<file path="src/rtl/sccb_pkg.sv">
// Shared types and constants for the OV5647 SCCB register-port emulator.
package sccb_pkg;

  typedef enum logic [3:0] {
    IDLE,
    DEV,
    DEV_ACK,
    AH,
    AH_ACK,
    AL,
    AL_ACK,
    WDATA,
    WDATA_ACK,
    RDATA,
    RD_ACK,
    IGNORE
  } sccb_state_e;

  // OV5647 write address; the read address has the R/W bit set.
  localparam logic [7:0] SCCB_DEFAULT_SID = 8'h6C;
  localparam int unsigned RW_BIT_POS = 0;

  // Level the receiver puts on siod to acknowledge a byte.
  localparam logic ACK_LEVEL = 1'b0;

  // Clocks between rd_req and the cycle rd_data is captured, plus one.
  localparam logic [1:0] RD_LOAD_DELAY = 2'd3;

  function automatic logic [7:0] read_id(input logic [7:0] sid);
    return sid | (8'h01 << RW_BIT_POS);
  endfunction

endpackage

</file>
<file path="src/rtl/ov5647_sccb_target_if.sv">
// Parallel register bus between the SCCB target and the register model.
interface ov5647_sccb_target_if;

  logic        wr_valid;
  logic [15:0] wr_addr;
  logic [7:0]  wr_data;
  logic        rd_req;
  logic [15:0] rd_addr;
  logic [7:0]  rd_data;

  modport master (
    output wr_valid, wr_addr, wr_data, rd_req, rd_addr,
    input  rd_data
  );

  modport slave (
    input  wr_valid, wr_addr, wr_data, rd_req, rd_addr,
    output rd_data
  );

endinterface

</file>
<file path="src/rtl/sccb_line_sync.sv">
// Brings sioc/siod into the clk domain and flags edges, START and STOP.
module sccb_line_sync (
  input  logic clk,
  input  logic rst,
  input  logic sioc,
  input  logic siod,
  output logic siod_lvl,
  output logic sioc_rise,
  output logic sioc_fall,
  output logic start_det,
  output logic stop_det
);

  // Bit 0 is the metastability stage, bit 1 the synced level, bit 2 the previous synced level.
  logic [2:0] sioc_q, sioc_d;
  logic [2:0] siod_q, siod_d;

  // Shift each line one stage deeper per clock.
  always_comb begin
    sioc_d = {sioc_q[1:0], sioc};
    siod_d = {siod_q[1:0], siod};
  end

  // Reset to the idle-bus level so no edge is seen while coming out of reset.
  always_ff @(posedge clk) begin
    if (rst) begin
      sioc_q <= 3'b111;
      siod_q <= 3'b111;
    end else begin
      sioc_q <= sioc_d;
      siod_q <= siod_d;
    end
  end

  assign siod_lvl  = siod_q[1];
  assign sioc_rise = sioc_q[1] & ~sioc_q[2];
  assign sioc_fall = ~sioc_q[1] & sioc_q[2];
  assign start_det = sioc_q[1] & siod_q[2] & ~siod_q[1];
  assign stop_det  = sioc_q[1] & ~siod_q[2] & siod_q[1];

endmodule

</file>
<file path="src/rtl/ov5647_sccb_target.sv">
// SCCB target emulating the OV5647 register port on a parallel register bus.
module ov5647_sccb_target
  import sccb_pkg::*;
#(
  parameter logic [7:0] SID = SCCB_DEFAULT_SID
) (
  input  logic                        clk,
  input  logic                        rst,
  input  logic                        sioc,
  input  logic                        siod_i,
  output logic                        siod_oe,
  output logic                        busy,
  ov5647_sccb_target_if.master        bus
);

  logic siod_lvl, sioc_rise, sioc_fall, start_det, stop_det;

  sccb_line_sync u_sync (
    .clk       (clk),
    .rst       (rst),
    .sioc      (sioc),
    .siod      (siod_i),
    .siod_lvl  (siod_lvl),
    .sioc_rise (sioc_rise),
    .sioc_fall (sioc_fall),
    .start_det (start_det),
    .stop_det  (stop_det)
  );

  sccb_state_e state_q, state_d;
  logic [3:0]  bit_cnt_q, bit_cnt_d;
  logic [7:0]  shift_q, shift_d;
  logic [15:0] addr_q, addr_d;
  logic        rw_q, rw_d;
  logic [1:0]  load_cnt_q, load_cnt_d;
  logic        siod_oe_q, siod_oe_d;
  logic        busy_q, busy_d;
  logic        wr_valid_q, wr_valid_d;
  logic [15:0] wr_addr_q, wr_addr_d;
  logic [7:0]  wr_data_q, wr_data_d;
  logic        rd_req_q, rd_req_d;
  logic [15:0] rd_addr_q, rd_addr_d;
  logic        start_read;

  // Protocol decoder: bus conditions first, then per-state bit handling, then read launch.
  always_comb begin
    state_d    = state_q;
    bit_cnt_d  = bit_cnt_q;
    shift_d    = shift_q;
    addr_d     = addr_q;
    rw_d       = rw_q;
    load_cnt_d = load_cnt_q;
    siod_oe_d  = siod_oe_q;
    busy_d     = busy_q;
    wr_valid_d = 1'b0;
    wr_addr_d  = wr_addr_q;
    wr_data_d  = wr_data_q;
    rd_req_d   = 1'b0;
    rd_addr_d  = rd_addr_q;
    start_read = 1'b0;

    if (load_cnt_q != 2'd0) begin
      load_cnt_d = load_cnt_q - 2'd1;
      if (load_cnt_q == 2'd1) begin
        shift_d   = bus.rd_data;
        siod_oe_d = ~bus.rd_data[7];
      end
    end

    if (stop_det) begin
      state_d    = IDLE;
      siod_oe_d  = 1'b0;
      busy_d     = 1'b0;
      load_cnt_d = 2'd0;
    end else if (start_det) begin
      state_d    = DEV;
      bit_cnt_d  = 4'd0;
      siod_oe_d  = 1'b0;
      busy_d     = 1'b1;
      load_cnt_d = 2'd0;
    end else begin
      case (state_q)
        DEV, AH, AL, WDATA: begin
          if (sioc_rise && bit_cnt_q != 4'd8) begin
            shift_d   = {shift_q[6:0], siod_lvl};
            bit_cnt_d = bit_cnt_q + 4'd1;
          end else if (sioc_fall && bit_cnt_q == 4'd8) begin
            bit_cnt_d = 4'd0;
            siod_oe_d = ~ACK_LEVEL;
            case (state_q)
              DEV: begin
                if (shift_q == SID) begin
                  rw_d    = 1'b0;
                  state_d = DEV_ACK;
                end else if (shift_q == read_id(SID)) begin
                  rw_d    = 1'b1;
                  state_d = DEV_ACK;
                end else begin
                  siod_oe_d = 1'b0;
                  state_d   = IGNORE;
                end
              end
              AH: begin
                addr_d[15:8] = shift_q;
                state_d      = AH_ACK;
              end
              AL: begin
                addr_d[7:0] = shift_q;
                state_d     = AL_ACK;
              end
              default: state_d = WDATA_ACK;
            endcase
          end
        end
        DEV_ACK, AH_ACK, AL_ACK, WDATA_ACK: begin
          if (sioc_fall) begin
            siod_oe_d = 1'b0;
            case (state_q)
              DEV_ACK: begin
                if (rw_q) start_read = 1'b1;
                else      state_d    = AH;
              end
              AH_ACK: state_d = AL;
              AL_ACK: state_d = WDATA;
              default: begin
                wr_valid_d = 1'b1;
                wr_addr_d  = addr_q;
                wr_data_d  = shift_q;
                addr_d     = addr_q + 16'd1;
                state_d    = WDATA;
              end
            endcase
          end
        end
        RDATA: begin
          if (sioc_fall && load_cnt_q == 2'd0) begin
            if (bit_cnt_q == 4'd7) begin
              bit_cnt_d = 4'd0;
              siod_oe_d = 1'b0;
              state_d   = RD_ACK;
            end else begin
              bit_cnt_d = bit_cnt_q + 4'd1;
              shift_d   = {shift_q[6:0], 1'b0};
              siod_oe_d = ~shift_q[6];
            end
          end
        end
        RD_ACK: begin
          if (sioc_rise && siod_lvl != ACK_LEVEL) state_d = IGNORE;
          else if (sioc_fall)                    start_read = 1'b1;
        end
        default: ;
      endcase
    end

    if (start_read) begin
      state_d    = RDATA;
      rd_req_d   = 1'b1;
      rd_addr_d  = addr_q;
      addr_d     = addr_q + 16'd1;
      load_cnt_d = RD_LOAD_DELAY;
      bit_cnt_d  = 4'd0;
      siod_oe_d  = 1'b0;
    end
  end

  // All state and outputs are registered here; reset returns everything to idle.
  always_ff @(posedge clk) begin
    if (rst) begin
      state_q    <= IDLE;
      bit_cnt_q  <= 4'd0;
      shift_q    <= 8'd0;
      addr_q     <= 16'd0;
      rw_q       <= 1'b0;
      load_cnt_q <= 2'd0;
      siod_oe_q  <= 1'b0;
      busy_q     <= 1'b0;
      wr_valid_q <= 1'b0;
      wr_addr_q  <= 16'd0;
      wr_data_q  <= 8'd0;
      rd_req_q   <= 1'b0;
      rd_addr_q  <= 16'd0;
    end else begin
      state_q    <= state_d;
      bit_cnt_q  <= bit_cnt_d;
      shift_q    <= shift_d;
      addr_q     <= addr_d;
      rw_q       <= rw_d;
      load_cnt_q <= load_cnt_d;
      siod_oe_q  <= siod_oe_d;
      busy_q     <= busy_d;
      wr_valid_q <= wr_valid_d;
      wr_addr_q  <= wr_addr_d;
      wr_data_q  <= wr_data_d;
      rd_req_q   <= rd_req_d;
      rd_addr_q  <= rd_addr_d;
    end
  end

  assign siod_oe      = siod_oe_q;
  assign busy         = busy_q;
  assign bus.wr_valid = wr_valid_q;
  assign bus.wr_addr  = wr_addr_q;
  assign bus.wr_data  = wr_data_q;
  assign bus.rd_req   = rd_req_q;
  assign bus.rd_addr  = rd_addr_q;

endmodule

</file>
<file path="src/flat_wrapper.sv">
// flat-port wrapper written by rule: the top's interface ports become plain ports
module ov5647_sccb_target_flat import sccb_pkg::*;
#(
  parameter logic [7:0] SID = SCCB_DEFAULT_SID
)
  (clk, rst, sioc, siod_i, siod_oe, busy, bus_wr_valid, bus_wr_addr, bus_wr_data, bus_rd_req, bus_rd_addr, bus_rd_data);
  ov5647_sccb_target_if bus_i ();
  input  logic clk;
  input  logic rst;
  input  logic sioc;
  input  logic siod_i;
  output logic siod_oe;
  output logic busy;
  output wire logic [$bits(bus_i.wr_valid)-1:0] bus_wr_valid;
  output wire logic [$bits(bus_i.wr_addr)-1:0] bus_wr_addr;
  output wire logic [$bits(bus_i.wr_data)-1:0] bus_wr_data;
  output wire logic [$bits(bus_i.rd_req)-1:0] bus_rd_req;
  output wire logic [$bits(bus_i.rd_addr)-1:0] bus_rd_addr;
  input wire logic [$bits(bus_i.rd_data)-1:0] bus_rd_data;
  assign bus_wr_valid = bus_i.wr_valid;
  assign bus_wr_addr = bus_i.wr_addr;
  assign bus_wr_data = bus_i.wr_data;
  assign bus_rd_req = bus_i.rd_req;
  assign bus_rd_addr = bus_i.rd_addr;
  assign bus_i.rd_data = bus_rd_data;
  ov5647_sccb_target #(.SID(SID)) u_core (.clk(clk), .rst(rst), .sioc(sioc), .siod_i(siod_i), .siod_oe(siod_oe), .busy(busy), .bus(bus_i));
endmodule
</file>
<file path="config.mk">
export PLATFORM = sky130hd
export DESIGN_NAME = ov5647_sccb_target_flat
export DESIGN_NICKNAME = d
export VERILOG_FILES = /design/src/rtl/sccb_pkg.sv /design/src/rtl/ov5647_sccb_target_if.sv /design/src/rtl/sccb_line_sync.sv /design/src/rtl/ov5647_sccb_target.sv /design/src/flat_wrapper.sv
export SDC_FILE = /design/constraint.sdc
export NUM_CORES = 1
export LEC_CHECK = 0
export ABC_CLOCK_PERIOD_IN_PS = 3100
export CAP_MARGIN = 40
export CORE_MARGIN = 4
export CORE_UTILIZATION = 54
export CTS_CLUSTER_SIZE = 25
export DETAILED_ROUTE_END_ITERATION = 10
export MAX_ROUTING_LAYER = met4
export PLACE_DENSITY_LB_ADDON = 0.15
export RECOVER_POWER = 50
export SYNTH_ARGS = -nofsm -noshare
export SYNTH_HDL_FRONTEND = slang
export SYNTH_HIERARCHICAL = 1
export SYNTH_SLANG_ARGS = --single-unit
</file>
<file path="constraint.sdc">
create_clock -name clk -period 3.1 [get_ports clk]
set_clock_uncertainty 0.2 [all_clocks]
set_input_delay 0.31 -clock clk [delete_from_list [all_inputs] [get_ports clk]]
set_output_delay 0.31 -clock clk [all_outputs]
set_load 0.02 [all_outputs]
</file>
==> summary.txt <==
GRT
  – Gr ovfl total: 0
  – All-Layer GR Usage: 24.1%
  – Antenna violations before repair: 0
  – Vias in the first global route: 3328
  – Largest net degree at the start of global routing: 50
  – First-pass GRT wire length: about 16000 µm

Timing
  – Final setup vio count: 0
  – Worst slew pin tran: 1.05 ns
  – RSZ-0062 raised after global routing: false
  – Max Clock Freq: 360 MHz
  – Final hold viol count: 0
  – Final critical-path share of the clock period: 89.5%
  – Final WS setup: 0.325 ns
  – Tmin final: 2.78 ns
  – Final Slew Violations: 0
  – Setup TNS Final: 0 ns
  – Slew headroom: 30.1%
  – Final Hold Slack: 0.213 ns

Cells and area
  – Share of layout cells above drive strength 1: between 7 and 8%
  – N_diodes: 0
  – FILL cells: about 620
  – # nets final: 543
  – Area Growth Syn to Fin: 20.0%
  – Commonest non-fill, non-tap cells in the layout: 85 x dfxtp_1, 75 x nand2_1, 50 x a21oi_1
  – Commonest non-fill, non-tap cell in the layout: dfxtp_1

Die
  – Die area: roughly 8800 µm²
  – Die W: 94.0 µm
  – Boundary Pins: 56
  – Core area: 7210 µm²
  – Row count: 31
  – Die H: roughly 94 µm
  – Initial Util: 55.3%

Routing
  – WL/cell: 16.0 µm
  – DRT iter0 DRCs: 383
  – Final wirelength: slightly above 10000 µm
  – DRC violations left: 0
  – Number of vias per cell: 5.87
  – Antenna viol nets, final: 0
  – 1st-pass router iterations: 5
  – DR vias: 3695

Synthesis
  – Top cell type's share of synthesized area: 42.6%
  – Largest family of logic cells by synthesized area: compound AO/OA/AOI/OAI gates
  – Largest cells by area after synthesis: dfxtp_1 43%, nand2_1 7.1%, a21oi_1 6.3%
  – Area share of fa/ha/maj cells after synthesis: 1.57%
  – Xor and xnor fraction of the mapped netlist area: 0.658%
  – Compound-Gate Fraction of Synth Area: roughly 24%
  – Mapped cell area: approximately 4000 µm²
  – Synthesized net count: 495
  – Mapped Cells: 478
  – Post-synth EDFFs: 0
  – Register area share after synthesis: between 40% and 50%
  – Ys async rst share: 0%
  – Yosys synthesis warning count: 6
  – Post-Synth Simple-Gate Area: between 20% and 30%
  – Synth Register Bits: 85
  – Distinct cell type count after synthesis: 67
  – Synth area leader: dfxtp_1
  – Syn Area/Cell: 8.35 µm²
  – Mux cell area share after synthesis: 3.29%
  – Post-synth top flop: dfxtp_1

Flow run
  – Max-cap viol count: 0

Clocking
  – CTS root buffer: clkbuf_8
  – Max clock buf depth: 2
  – Inserted Clock Buffers: 9
  – Post-CTS Setup Bufs: 0
  – Clk slew on worst S/H paths: 0.09 ns
  – CTS tree: yes
  – CTS resizes: 0
  – Cts hold-fix bufs: 0
  – Clk sinks: 85
  – H-tree levels: 3
  – Insertion delay to the later sink of the worst-skew pair: 0.35 ns

Setup path
  – Worst EP required: 3.15 ns
  – CP Capture Type: flop
  – Reg-to-reg critical path startpoint: u_core/state_q[0]$_SDFFE_PP0P_
  – Critical path class: flop to flop
  – Critical-path top delay cell: dfxtp_1
  – CP Launch Point: u_core/state_q[0]$_SDFFE_PP0P_
  – Worst setup SP type: flop
  – Max incr delay on CP: roughly 0.63 ns
  – Worst Path Arrival: 2.83 ns
  – Critical path fanouts, max: 16
  – Critical path, cell by cell: nor2_1, and3_1, o21ai_2, and2_1, o21ai_0, a32o_1

Power and ir drop
  – Max VDD drop: 261 µV
  – Static Leak: 1.82 nW
  – Pwr Total: between 1.5 and 2 mW
  – Power per standard cell area: 414 nW/µm²

Worst hold path
  – Hold WC Path Type: flop to flop
  – Hold_sp: u_core/u_sync/sioc_q[0]$_SDFF_PP1_

Place
  – DP Worst Slack: 0.384 ns
  – GP Congestion: 0.967
  – Port bufs: 55
  – DP HPWL: between 7000 and 8000 µm

Run status
  – Status: completed
-- area by class of cell --
cell class,instances,area (µm²),area share [%]
repair buffers,68,634,13.2
flip-flops and latches,85,1700,35.5
well taps,99,124,2.59
inverters,15,56.3,1.18
clock inverters,5,66.3,1.38
clock buffers,11,141,2.95
multi-input cells,347,2060,43.1
-- final timing paths --
kind                            slack, ns  cells past startpoint                                 end
worst min register to register       0.21                      1  u_core/u_sync/sioc_q[1]$_SDFF_PP1_
worst min-delay path                 0.21                      1  u_core/u_sync/sioc_q[1]$_SDFF_PP1_
worst max register to register       0.32                      6       u_core/addr_q[6]$_SDFFE_PP0P_
worst max-delay path                 0.32                      6       u_core/addr_q[6]$_SDFFE_PP0P_
-- flip-flops by register name, summed over array words and instances, names as in the netlist, 4 cells and up --
register and count:
u_core/addr_q 16, u_core/bus.rd_addr 16, u_core/shift_q 8, u_core/state_q 4, u_core/bit_cnt_q 4, u_core/bus.wr_data 8, u_core/bus.wr_addr 16
-- cell families after synthesis --
family / after synthesis
flip-flops: 85
adder cells (fa/ha/maj): 5
buffers and inverters: 46
AND/OR/NAND/NOR: 184
multiplexers: 13
AO/OA/AOI/OAI: 142
XOR/XNOR: 3
-- through the flow --
stage          cells  util [%]  cell area [µm²]
4_1_cts          630      66.6             4800
5_1_grt          630      66.4             4790
3_5_place_dp     614      63.7             4600
2_1_floorplan    478         -             3990
6_report         630      66.4             4790
3_3_place_gp     613      63.6             4590
-- worst max-delay path: cells and delay by family, from the launching register on --
family / cells / cell delay [ns]
AOI/OAI and AO/OA: 3 / 0.92
DFF: 1 / 0.63
and+or+nand+nor: 3 / 0.92
-- cells in the mapped netlist, types with 4 or more instances --
library cell	instances
a211oi_1	4
nor2b_1	5
buf_2	10
clkbuf_1	14
nand3_1	15
nand2b_1	4
ha_1	5
a21o_1	7
a32o_1	6
nor2_1	40
nand4_1	5
mux2i_1	12
or2_1	7
dfxtp_1	85
a22o_1	16
o21ai_1	4
buf_4	4
nand2_1	75
and3_1	5
o21ai_0	16
inv_1	15
a21oi_1	50
nor3_1	6
o31ai_1	4
o2bb2ai_1	4
-- layer usage --
layer | vias to the layer above | track usage, % | wire, µm
met5 | - | - | 0
met3 | 19 | 3.53 | 780
met1 | 1711 | 35.6 | 4780
met4 | 0 | 9.27 | 200
met2 | 169 | 32.9 | 4330
li1 | 1796 | - | -
-- power by group --
| part | internal, mW | switching [mW] | total, mW |
|---|---|---|---|
| registers | 1.10 | 0.00339 | 1.10 |
| clock network | 0.405 | 0.414 | 0.818 |
| logic | 0.0287 | 0.0379 | 0.0666 |
| total | 1.53 | 0.455 | 1.98 |
Power figures use the tool's default switching activity.
